File: config.mk
export PLATFORM = sky130hd
export DESIGN_NAME = spi_byte_receiver_flat
export DESIGN_NICKNAME = d
export VERILOG_FILES = /design/src/rtl/spi_byte_receiver_if.sv /design/src/rtl/spi_byte_receiver.sv /design/src/flat_wrapper.sv
export SDC_FILE = /design/constraint.sdc
export NUM_CORES = 1
export LEC_CHECK = 0
export BUFFER_PORTS_ARGS = -buffer_cell sky130_fd_sc_hd__buf_4
export CAP_MARGIN = 40
export CORE_MARGIN = 2
export CORE_UTILIZATION = 30
export CTS_CLUSTER_DIAMETER = 50
export DETAILED_ROUTE_END_ITERATION = 12
export PLACE_DENSITY = 0.47
export SETUP_SLACK_MARGIN = 0.2
export SLEW_MARGIN = 0
export SYNTH_ARGS = -nofsm -noshare
export SYNTH_HDL_FRONTEND = slang
export SYNTH_SLANG_ARGS = --single-unit
File: constraint.sdc
create_clock -name clk_in -period 1.7 [get_ports clk_in]
set_input_delay 0.085 -clock clk_in [delete_from_list [all_inputs] [get_ports clk_in]]
set_output_delay 0.085 -clock clk_in [all_outputs]
set_load 0.01 [all_outputs]
File: src/rtl/spi_byte_receiver_if.sv
// -----------------------------------------------------------------------------
// spi_byte_receiver_if
// Groups the external SPI pins and the byte-delivery strobes of the SPI
// byte receiver into one bundle.
//   spi_sclk_in   SPI clock, asynchronous, idle low (mode 0)
//   spi_mosi_in   SPI data, asynchronous, sampled on SCLK rising edge
//   spi_cs_n_in   chip select, asynchronous, active low
//   spi_rdy_out   one-cycle strobe: new byte on spi_data_out
//   spi_data_out  last completed byte, held until the next one
//   spi_err_out   one-cycle strobe: frame ended on a partial byte
// master: the side driving the pins and consuming bytes.
// slave : the receiver itself.
// -----------------------------------------------------------------------------
interface spi_byte_receiver_if;
  logic       spi_sclk_in;
  logic       spi_mosi_in;
  logic       spi_cs_n_in;
  logic       spi_rdy_out;
  logic [7:0] spi_data_out;
  logic       spi_err_out;

  modport master (
    output spi_sclk_in, spi_mosi_in, spi_cs_n_in,
    input  spi_rdy_out, spi_data_out, spi_err_out
  );

  modport slave (
    input  spi_sclk_in, spi_mosi_in, spi_cs_n_in,
    output spi_rdy_out, spi_data_out, spi_err_out
  );
endinterface

File: src/rtl/spi_byte_receiver.sv
// -----------------------------------------------------------------------------
// spi_byte_receiver
// Front end between the SPI pins and the layer control logic. Brings the
// asynchronous mode-0 SCLK/MOSI/CS# into the clk_in domain, deserialises MOSI
// MSB-first into bytes, strobes each completed byte, and flags frames that
// end with 1..7 bits pending.
//   clk_in    system clock (at least 4x the maximum SCLK frequency)
//   rst_n_in  asynchronous active-low reset
//   bus       spi_byte_receiver_if.slave (SPI pins in, byte strobes out)
// Parameter SYNC_STAGES (2..4): synchroniser depth, identical on all inputs.
// -----------------------------------------------------------------------------
module spi_byte_receiver #(
  parameter int SYNC_STAGES = 2
) (
  input  logic                clk_in,
  input  logic                rst_n_in,
  spi_byte_receiver_if.slave  bus
);

  typedef enum logic {
    IDLE  = 1'b0,
    SHIFT = 1'b1
  } state_t;

  // ---------------------------------------------------------------------------
  // Synchronisers. Equal depth on all three chains keeps mosi_s and cs_s
  // aligned with the SCLK rising edge detected from sclk_s/sclk_d.
  // ---------------------------------------------------------------------------
  logic [SYNC_STAGES-1:0] sclk_sync;
  logic [SYNC_STAGES-1:0] mosi_sync;
  logic [SYNC_STAGES-1:0] cs_sync;
  logic                   sclk_d;

  always_ff @(posedge clk_in or negedge rst_n_in) begin
    if (!rst_n_in) begin
      // NOTE: the CS# chain resets to 1 (deselected) so a frame already in
      // progress at release is seen as a fresh high-to-low transition later,
      // never as a phantom frame starting inside reset.
      sclk_sync <= '0;
      mosi_sync <= '0;
      cs_sync   <= '1;
      sclk_d    <= 1'b0;
    end else begin
      // NOTE: non-blocking assignments let every stage take the previous
      // stage's old value, which is what makes this a shift chain.
      sclk_sync <= {sclk_sync[SYNC_STAGES-2:0], bus.spi_sclk_in};
      mosi_sync <= {mosi_sync[SYNC_STAGES-2:0], bus.spi_mosi_in};
      cs_sync   <= {cs_sync[SYNC_STAGES-2:0],   bus.spi_cs_n_in};
      sclk_d    <= sclk_sync[SYNC_STAGES-1];
    end
  end

  logic sclk_s;
  logic mosi_s;
  logic cs_s;
  logic rise;

  assign sclk_s = sclk_sync[SYNC_STAGES-1];
  assign mosi_s = mosi_sync[SYNC_STAGES-1];
  assign cs_s   = cs_sync[SYNC_STAGES-1];
  assign rise   = sclk_s & ~sclk_d;

  // ---------------------------------------------------------------------------
  // FSM: state register / next-state / outputs
  // ---------------------------------------------------------------------------
  state_t     state;
  state_t     state_next;
  logic [2:0] bit_cnt;
  logic [7:0] shift_reg;

  always_ff @(posedge clk_in or negedge rst_n_in) begin
    if (!rst_n_in) state <= IDLE;
    else           state <= state_next;
  end

  // Frame membership is decided by CS# alone; SCLK never moves the FSM.
  always_comb begin
    state_next = cs_s ? IDLE : SHIFT;
  end

  logic clear;
  logic shift_en;
  logic byte_done;
  logic frame_err;

  always_comb begin
    // NOTE: defaults first so every path assigns every output; without them
    // a missed branch would infer a latch.
    clear     = 1'b0;
    shift_en  = 1'b0;
    byte_done = 1'b0;
    frame_err = 1'b0;
    unique case (state)
      IDLE: clear = 1'b1;
      SHIFT: begin
        // CS release wins over a coincident SCLK edge: the edge is dropped
        // and the error decision uses the count from before it.
        shift_en  = rise & ~cs_s;
        byte_done = shift_en & (bit_cnt == 3'd7);
        frame_err = cs_s & (bit_cnt != 3'd0);
      end
      default: clear = 1'b1;
    endcase
  end

  // ---------------------------------------------------------------------------
  // Datapath
  // ---------------------------------------------------------------------------
  logic       rdy;
  logic       err;
  logic [7:0] data;

  always_ff @(posedge clk_in or negedge rst_n_in) begin
    if (!rst_n_in) begin
      bit_cnt   <= '0;
      shift_reg <= '0;
      rdy       <= 1'b0;
      err       <= 1'b0;
      data      <= '0;
    end else begin
      rdy <= byte_done;
      err <= frame_err;
      if (clear) begin
        bit_cnt   <= '0;
        shift_reg <= '0;
      end else if (shift_en) begin
        shift_reg <= {shift_reg[6:0], mosi_s};
        // 3-bit counter wraps 7 -> 0, so back-to-back bytes need no gap.
        bit_cnt   <= bit_cnt + 3'd1;
      end
      if (byte_done) data <= {shift_reg[6:0], mosi_s};
    end
  end

  assign bus.spi_rdy_out  = rdy;
  assign bus.spi_err_out  = err;
  assign bus.spi_data_out = data;

endmodule

File: src/flat_wrapper.sv
// flat-port wrapper written by rule: the top's interface ports become plain ports
module spi_byte_receiver_flat 
#(
  parameter int SYNC_STAGES = 2
)
  (clk_in, rst_n_in, bus_spi_sclk_in, bus_spi_mosi_in, bus_spi_cs_n_in, bus_spi_rdy_out, bus_spi_data_out, bus_spi_err_out);
  spi_byte_receiver_if bus_i ();
  input  logic clk_in;
  input  logic rst_n_in;
  input wire logic [$bits(bus_i.spi_sclk_in)-1:0] bus_spi_sclk_in;
  input wire logic [$bits(bus_i.spi_mosi_in)-1:0] bus_spi_mosi_in;
  input wire logic [$bits(bus_i.spi_cs_n_in)-1:0] bus_spi_cs_n_in;
  output wire logic [$bits(bus_i.spi_rdy_out)-1:0] bus_spi_rdy_out;
  output wire logic [$bits(bus_i.spi_data_out)-1:0] bus_spi_data_out;
  output wire logic [$bits(bus_i.spi_err_out)-1:0] bus_spi_err_out;
  assign bus_i.spi_sclk_in = bus_spi_sclk_in;
  assign bus_i.spi_mosi_in = bus_spi_mosi_in;
  assign bus_i.spi_cs_n_in = bus_spi_cs_n_in;
  assign bus_spi_rdy_out = bus_i.spi_rdy_out;
  assign bus_spi_data_out = bus_i.spi_data_out;
  assign bus_spi_err_out = bus_i.spi_err_out;
  spi_byte_receiver #(.SYNC_STAGES(SYNC_STAGES)) u_core (.clk_in(clk_in), .rst_n_in(rst_n_in), .bus(bus_i));
endmodule
# Word level (Yosys, flattened, before mapping)

Cells that the tools add are included.

Bitwise gates (word level): 6
Equality and inequality tests: 2
Reductions and logical operators: 1
Add/sub/neg operators: 1
Mux-type cells: 8

Operators by type and width:

| operator                                                      | number |
|---|---|
| 7-bit two-way mux                                             | 2 |
| 3-bit two-way mux                                             | 2 |
| 1-bit bitwise AND                                             | 4 |
| 1-bit two-way mux                                             | 4 |
| 3-bit by 1-bit adder with 3-bit output, second input constant | 1 |
| 3-bit == test, second input constant                          | 1 |
| 3-bit nonzero test                                            | 1 |
| 2-bit != test, second input constant                          | 1 |
| 1-bit inverter                                                | 2 |

Input bits: 5
Logic and storage cells: 28
Bits in registers: 28
Output and inout port bits: 10

# Logic depth before layout (Yosys ltp)

Gate-level depths: netlist (run 1).

Depth after elaboration: 6
Depth in mapped cells: 5
Gate-level depth less buffers: 4

# Least setup slack after synthesis (run 1)

No wires, ideal clock.

Path kind: reg2reg
Start: reg u_core.bit_cnt[0]
End: reg u_core.data[0] (netlist: u_core.bus.spi_data_out[0])
Clock period less this slack: 1.437 ns
Stages on the path, launching flop included: 6
Buffers on the path: 1
Setup slack: 0.263 ns
Data arrival time: 1.312 ns
Data required time: 1.575 ns
Library setup time: 0.125 ns
Cells stage by stage: dfrtp_1 ha_1 ha_1 and3_1 buf_6 mux2_4

Longest elaborated chain between the ends: 3

RTL lines:

| item                       | RTL line                 | text |
|---|---|---|
| from (decl)                | spi_byte_receiver.sv:68  | `logic [2:0] bit_cnt;` |
| from (signal assigned)     | spi_byte_receiver.sv:129 | `bit_cnt <= bit_cnt + 3'd1;` |
| 3-bit == test              | spi_byte_receiver.sv:99  | `byte_done = shift_en & (bit_cnt == 3'd7);` |
| 1-bit bitwise AND          | spi_byte_receiver.sv:99  |  |
| 1-bit two-way mux          | spi_byte_receiver.sv:93  | `unique case (state)` |
| named net u_core.byte_done | spi_byte_receiver.sv:83  | `logic byte_done;` |
| to (signal assigned)       | spi_byte_receiver.sv:131 | `if (byte_done) data <= {shift_reg[6:0], mosi_s};` |
| to (decl)                  | spi_byte_receiver.sv:111 | `logic [7:0] data;` |

The timed path passes the listed nets, and every way through them passes these cells.
A chain may end at the register's enable or synchronous reset.

# Worst setup path in the final report (run 1)

Start: reg u_core.bit_cnt[1]
End: reg u_core.data[0] (netlist: u_core.bus.spi_data_out[0])

Longest elaborated chain between the ends: 3

RTL lines:

| item              | RTL line |
|---|---|
| 3-bit == test     | spi_byte_receiver.sv:99 |
| 1-bit bitwise AND | spi_byte_receiver.sv:99 |
| 1-bit two-way mux | spi_byte_receiver.sv:93 |

Every way passes these cells.

==> results of run 1 <==
## routing by layer
layer | global-route usage [%] | vias up | wire length [um]
met5 | 0 | - | 0
met4 | 1.60 | 0 | 8
met3 | 3.70 | 2 | 71
met2 | 15.2 | 14 | 744
met1 | 11.0 | 272 | 734
li1 | - | 270 | -
## path summary, 6_finish.rpt
check | startpoint | to | slack, ns | cells after the start
min | rst_n_in | u_core.bit_cnt[1] | 0.20 | 2
max | u_core.bit_cnt[1] | u_core.bus.spi_data_out[0] | 0.26 | 4
min in group clk_in | u_core.mosi_sync[0] | u_core.mosi_sync[1] | 0.36 | 0
max reg2reg | u_core.bit_cnt[1] | u_core.bus.spi_data_out[0] | 0.26 | 4
min reg2reg | u_core.mosi_sync[0] | u_core.mosi_sync[1] | 0.36 | 0
max in group asynchronous | rst_n_in | u_core.cs_sync[0] | 1.20 | 2
## synth_stat cells (all sizes together)
library cell   n
dfrtp         26
mux2i          9
nor2b          9
mux2           8
inv            4
ha             3
buf            2
dfstp          2
a21oi          1
and2           1
and3           1
clkbuf         1
nand2          1
nor3b          1
xnor2          1
## metrics by stage
stage	hold slack, ns	util (%)
CTS	0.195	38.8
detailed placement	0.0251	36.4
global placement	0.0190	36.4
finish	0.203	38.8
floorplan	-0.211	-
global route	0.203	38.8
## power groups by stage
stage	clock (uW)	sequential, uW	combinational (uW)
floorplan	0	699	21.8
global placement	0	700	48.1
global route	368	690	61.6
detailed placement	0	700	48.7
finish	310	688	53.7
CTS	335	688	56.0
## area by class of cell
cell class / instances / area (sq um) / share of cell area [%]
timing repair buffer: 20 / 160 / 12.1
tap: 46 / 57.6 / 4.35
inverter: 4 / 15.0 / 1.13
clock buffer: 4 / 36.3 / 2.74
multi-input combinational: 35 / 352 / 26.6
sequential: 28 / 703 / 53.1
## worst max-delay path, cell delays in order (launching register included)
cell,delay (ns)
sky130_fd_sc_hd__dfrtp_1,0.42
sky130_fd_sc_hd__ha_1,0.19
sky130_fd_sc_hd__ha_1,0.19
sky130_fd_sc_hd__and3_4,0.23
sky130_fd_sc_hd__mux2_4,0.31
## cell families (layout without fill, tap and decap cells)
| group | after synthesis | count (layout) | share of synthesized area (%) |
|---|---|---|---|
| adder cells (fa/ha/maj) | 3 | 3 | 3.45 |
| XOR/XNOR | 1 | 1 | 0.806 |
| multiplexers | 17 | 17 | 19.3 |
| flip-flops | 28 | 28 | 64.7 |
| buffers and inverters | 7 | 28 | 3.45 |
| AO/OA/AOI/OAI | 1 | 1 | 0.460 |
| AND/OR/NAND/NOR | 13 | 13 | 7.82 |
## timing repair
| action | 4_1_cts | 5_1_grt |
|---|---|---|
| hold buffers | 4 | 0 |
| gates resized for setup | 2 | 0 |
| setup endpoints to repair | 8 | 0 |
| endpoints found under the hold margin | 31 | 0 |
==> impl_metrics.tcl, run 1 <==
set metrics [dict create \
    status "finished clean" \
    worst_setup_path_end_kind "flip-flop" \
    worst_slew_pin_slew_ns 0.345 \
    detail_route.wirelength_um 1560 \
    design.portCount 15 \
    syn_area_sq_um 1090 \
    ctsHtreeMaxLevel 1 \
    drc_errors 0 \
    post_cts.repair.setup_buffers 0 \
    crit_arrival_ns 1.66 \
    synthDistinctLibCells 16 \
    final_cells 137 \
    synth_seq_cells 28 \
    post_route_cells_drive_above_1_share_pct 35.2 \
    port-buffer-count 14 \
    drt-pass1-iter-count 2 \
    synth_cells 70 \
    clkSinkCount 28 \
    finalWorstSetupSlack_ns 0.257 \
    synth_top_cell_by_area "sky130_fd_sc_hd__dfrtp_1" \
    synthDominantCellAreaShare_pct 59.8 \
    slew-limit-headroom_pct 77.0 \
    power.leakage_uw 0.000621 \
    setup_viol 0 \
    total_power_uw 1050 \
    ir_worst_vdd_mv 0.644 \
    area_of_the_die_sq_um 4120 \
    p_sw_uw 213 \
    ctsLongestPathBuffers 2 \
    critPathRequiredTime_ns 1.92 \
    gpl.final_weighted_congestion 0.634 \
    routed_wire_length_per_instance_um 11.4 \
    design.final.nets 100 \
    most-common-layout-cells "26 x sky130_fd_sc_hd__dfrtp_1, 16 x sky130_fd_sc_hd__buf_4, 9 x sky130_fd_sc_hd__mux2i_1, 9 x sky130_fd_sc_hd__nor2b_1, 8 x sky130_fd_sc_hd__mux2_4" \
    clock_tree_from_tritoncts "yes" \
    worst_skew_pair.late_latency_ns 0.32 \
    power.clock.fraction_pct 29.5 \
    synth_seq_area_share_pct 64.7 \
    critical_path.max_fanout 9 \
    initial_antenna_violation_count 0 \
    globalRouteOverflowTotal 0 \
    areaGrowthSynthToFinish_pct 21.7 \
    fill_cell_instance_count_of_the_final_layout 337 \
    floorplan.die.height_um 64.2 \
    fin_worst_skew_ns 0.00303 \
    number_of_flip_flops_under_the_largest_register_name 8 \
    fin_crit_ns 1.44 \
    drt-initial-drc-count 13 \
    final-hold-violation-count 0 \
    ant_nets 0 \
    worstSetupStartpointType "flip-flop" \
    p_int_uw 839 \
    track_usage_pct 9.06 \
    grt_max_degree 29 \
    post-dp-hpwl_um 1070 \
    dpl_cell_area_sq_um 1240 \
    dpl.cell_count 129 \
    clk_pin_slew_worst_paths_ns 0.14 \
    post_synth.cell_area_avg_sq_um 15.5 \
    ys_warn_count 0 \
    worst-setup-path-type "reg2reg" \
    clk_root_buffer_cell "sky130_fd_sc_hd__clkbuf_4" \
    numCtsBuffers 3 \
    via_count_of_the_first_global_routing_pass 632 \
    holdCritPathClass "in2async" \
    routed_via_density 4.07 \
    setup_repair_after_global_routing_missed_its_margin "no" \
    initial_core_util_pct 31.8 \
    grt_pass1_wl_um 2820 \
    mappedNetlistNets 78 \
    rows 21 \
    core_area_sq_um 3420 \
    tns_ns 0 \
    fin_crit_sh_pct 84.9 \
    dr_total_vias 558 \
    power_per_cell_area_nw_per_um2 794 \
    post-place-ws_ns 0.0482 \
    power_switching_share_pct 20.2 \
    combinationalPowerShare_pct 5.1 \
    fmax_ghz 0.693 \
    layout_commonest_cell "sky130_fd_sc_hd__dfrtp_1" \
    pwr-share-seq_pct 65.4 \
    chipWidth_um 64.2 \
    insertedDiodeCount 0 \
    max_cap_viol_count 0 \
    largest_cells_by_area_after_synthesis "sky130_fd_sc_hd__dfrtp_1 60%, sky130_fd_sc_hd__mux2_4 11%, sky130_fd_sc_hd__mux2i_1 8.3%, sky130_fd_sc_hd__nor2b_1 5.2%, sky130_fd_sc_hd__dfstp_2 4.8%" \
    finalInstanceArea_sq_um 1320 \
    timing.final.max_slew_violations 0 \
]
Power figures use the tool's default switching activity.
==> run 2: changes to the inputs <==
Clock period 1.7 ns to 1.47 ns, I/O delays scaled along.
==> run 2 against run 1 <==
Effect of this change: via count up 1.4%; sequential share of layout area down 1.3 points; clock power up 2%; worst hold slack worse by 0.019 ns; wire length up 6.8%; cell count up 2.2%; sequential power up 16%; first-iteration DRC count up 7.7%; non-clock buffer count up 2.
==> impl_metrics.tcl, run 2 (synthesized netlist as in run 1, its figures left out) <==
set metrics [dict create \
    grt_pass1_wl_um 2800 \
    grt_max_degree 29 \
    worst_setup_path_end_kind "flip-flop" \
    dpl.cell_count 129 \
    finalWorstSetupSlack_ns 0.0908 \
    initial_antenna_violation_count 0 \
    max_cap_viol_count 0 \
    via_count_of_the_first_global_routing_pass 585 \
    post-dp-hpwl_um 1050 \
    dpl_cell_area_sq_um 1250 \
    ir_worst_vdd_mv 0.584 \
    rows 21 \
    port-buffer-count 14 \
    clk_pin_slew_worst_paths_ns 0.14 \
    routed_wire_length_per_instance_um 11.9 \
    drt-initial-drc-count 14 \
    post_route_cells_drive_above_1_share_pct 38.3 \
    status "finished clean" \
    gpl.final_weighted_congestion 0.627 \
    core_area_sq_um 3420 \
    drt-pass1-iter-count 3 \
    insertedDiodeCount 0 \
    fill_cell_instance_count_of_the_final_layout 323 \
    worst_skew_pair.late_latency_ns 0.32 \
    tns_ns 0 \
    dr_total_vias 566 \
    numCtsBuffers 3 \
    holdCritPathClass "in2async" \
    drc_errors 0 \
    setup_viol 0 \
    fin_crit_ns 1.38 \
    ctsHtreeMaxLevel 1 \
    design.portCount 15 \
    finalInstanceArea_sq_um 1360 \
    ant_nets 0 \
    track_usage_pct 8.97 \
    timing.final.max_slew_violations 0 \
    hold-worst-slack_ns 0.184 \
    areaGrowthSynthToFinish_pct 24.9 \
    routed_via_density 4.04 \
    chipWidth_um 64.2 \
    clkSinkCount 28 \
    clock_tree_from_tritoncts "yes" \
    worst_slew_pin_slew_ns 0.350 \
    critPathRequiredTime_ns 1.69 \
    fin_worst_skew_ns 0.00225 \
    number_of_flip_flops_under_the_largest_register_name 8 \
    fin_crit_sh_pct 93.8 \
    fmax_ghz 0.725 \
    power.leakage_uw 0.000629 \
    globalRouteOverflowTotal 0 \
    critical_path.max_fanout 5 \
    clk_root_buffer_cell "sky130_fd_sc_hd__clkbuf_4" \
    crit_arrival_ns 1.60 \
    power_per_cell_area_nw_per_um2 868 \
    final_cells 140 \
    detail_route.wirelength_um 1660 \
    ctsLongestPathBuffers 2 \
    setup_repair_after_global_routing_missed_its_margin "yes" \
    worst-setup-path-type "reg2reg" \
    floorplan.die.height_um 64.2 \
    worstSetupStartpointType "flip-flop" \
    design.final.nets 103 \
    post-place-ws_ns 0.0498 \
    initial_core_util_pct 31.8 \
    area_of_the_die_sq_um 4120 \
    layout_commonest_cell "sky130_fd_sc_hd__dfrtp_1" \
    most-common-layout-cells "26 x sky130_fd_sc_hd__dfrtp_1, 18 x sky130_fd_sc_hd__buf_4, 9 x sky130_fd_sc_hd__mux2i_1, 9 x sky130_fd_sc_hd__nor2b_1, 8 x sky130_fd_sc_hd__mux2_4" \
    final-hold-violation-count 0 \
    slew-limit-headroom_pct 76.7 \
]
run 2: where the power goes:
| group | leakage [uW] | internal (uW) | total [uW] | switching [uW] |
|---|---|---|---|---|
| Clock | 0.0000150 | 106 | 317 | 211 |
| Sequential | 0.000370 | 788 | 797 | 9.09 |
| Combinational | 0.000244 | 33.5 | 65.4 | 31.9 |
run 2: repair_timing:
action                     in CTS  in global routing
buffers inserted                1                  1
resized for setup               2                  0
pin swaps                       3                  0
setup endpoints to repair       8                 18
hold endpoints to repair       31                  0
hold buffers                    4                  0
gates cloned                    1                  0
run 2: final timing paths:
path / start / end / slack, ns / cells after the start
min in group clk_in: u_core.cs_sync[0] / u_core.cs_sync[1] / 0.37 / 0
hold reg to reg: u_core.cs_sync[0] / u_core.cs_sync[1] / 0.37 / 0
max in group asynchronous: rst_n_in / u_core.cs_sync[0] / 0.98 / 2
setup reg to reg: u_core.bit_cnt[0] / u_core.bus.spi_data_out[0] / 0.09 / 4
hold / removal: rst_n_in / u_core.bus.spi_data_out[6] / 0.18 / 2
setup / recovery: u_core.bit_cnt[0] / u_core.bus.spi_data_out[0] / 0.09 / 4
run 2: per-layer routing:
layer  vias up  GRT usage, %  wire, um
li1        275             -         -
met1       278          11.6       826
met2        11          13.9       762
met3         2          3.70        64
met4         0          2.39        11
met5         -             0         0
run 2: final cells by class:
class	instances	area, sq um	area share (%)
clock buffer	4	26.3	1.94
inverter	4	15.0	1.11
multi-input combinational	36	380	28.0
sequential	28	703	51.8
tap	46	57.6	4.24
timing repair buffer	22	175	12.9
run 2: per-stage QoR:
stage          utilization (%)  total power (uW)
6_report                  39.7              1180
5_1_grt                   39.7              1240
4_1_cts                   39.5              1200
3_5_place_dp              36.7               866
3_3_place_gp              36.7               866
2_1_floorplan                -               834
run 2: worst max-delay path, cell delays in order (launching register included):
cell and delay [ns]:
sky130_fd_sc_hd__dfrtp_1 0.41, sky130_fd_sc_hd__ha_2 0.20, sky130_fd_sc_hd__ha_4 0.15, sky130_fd_sc_hd__and3_4 0.21, sky130_fd_sc_hd__mux2_4 0.30
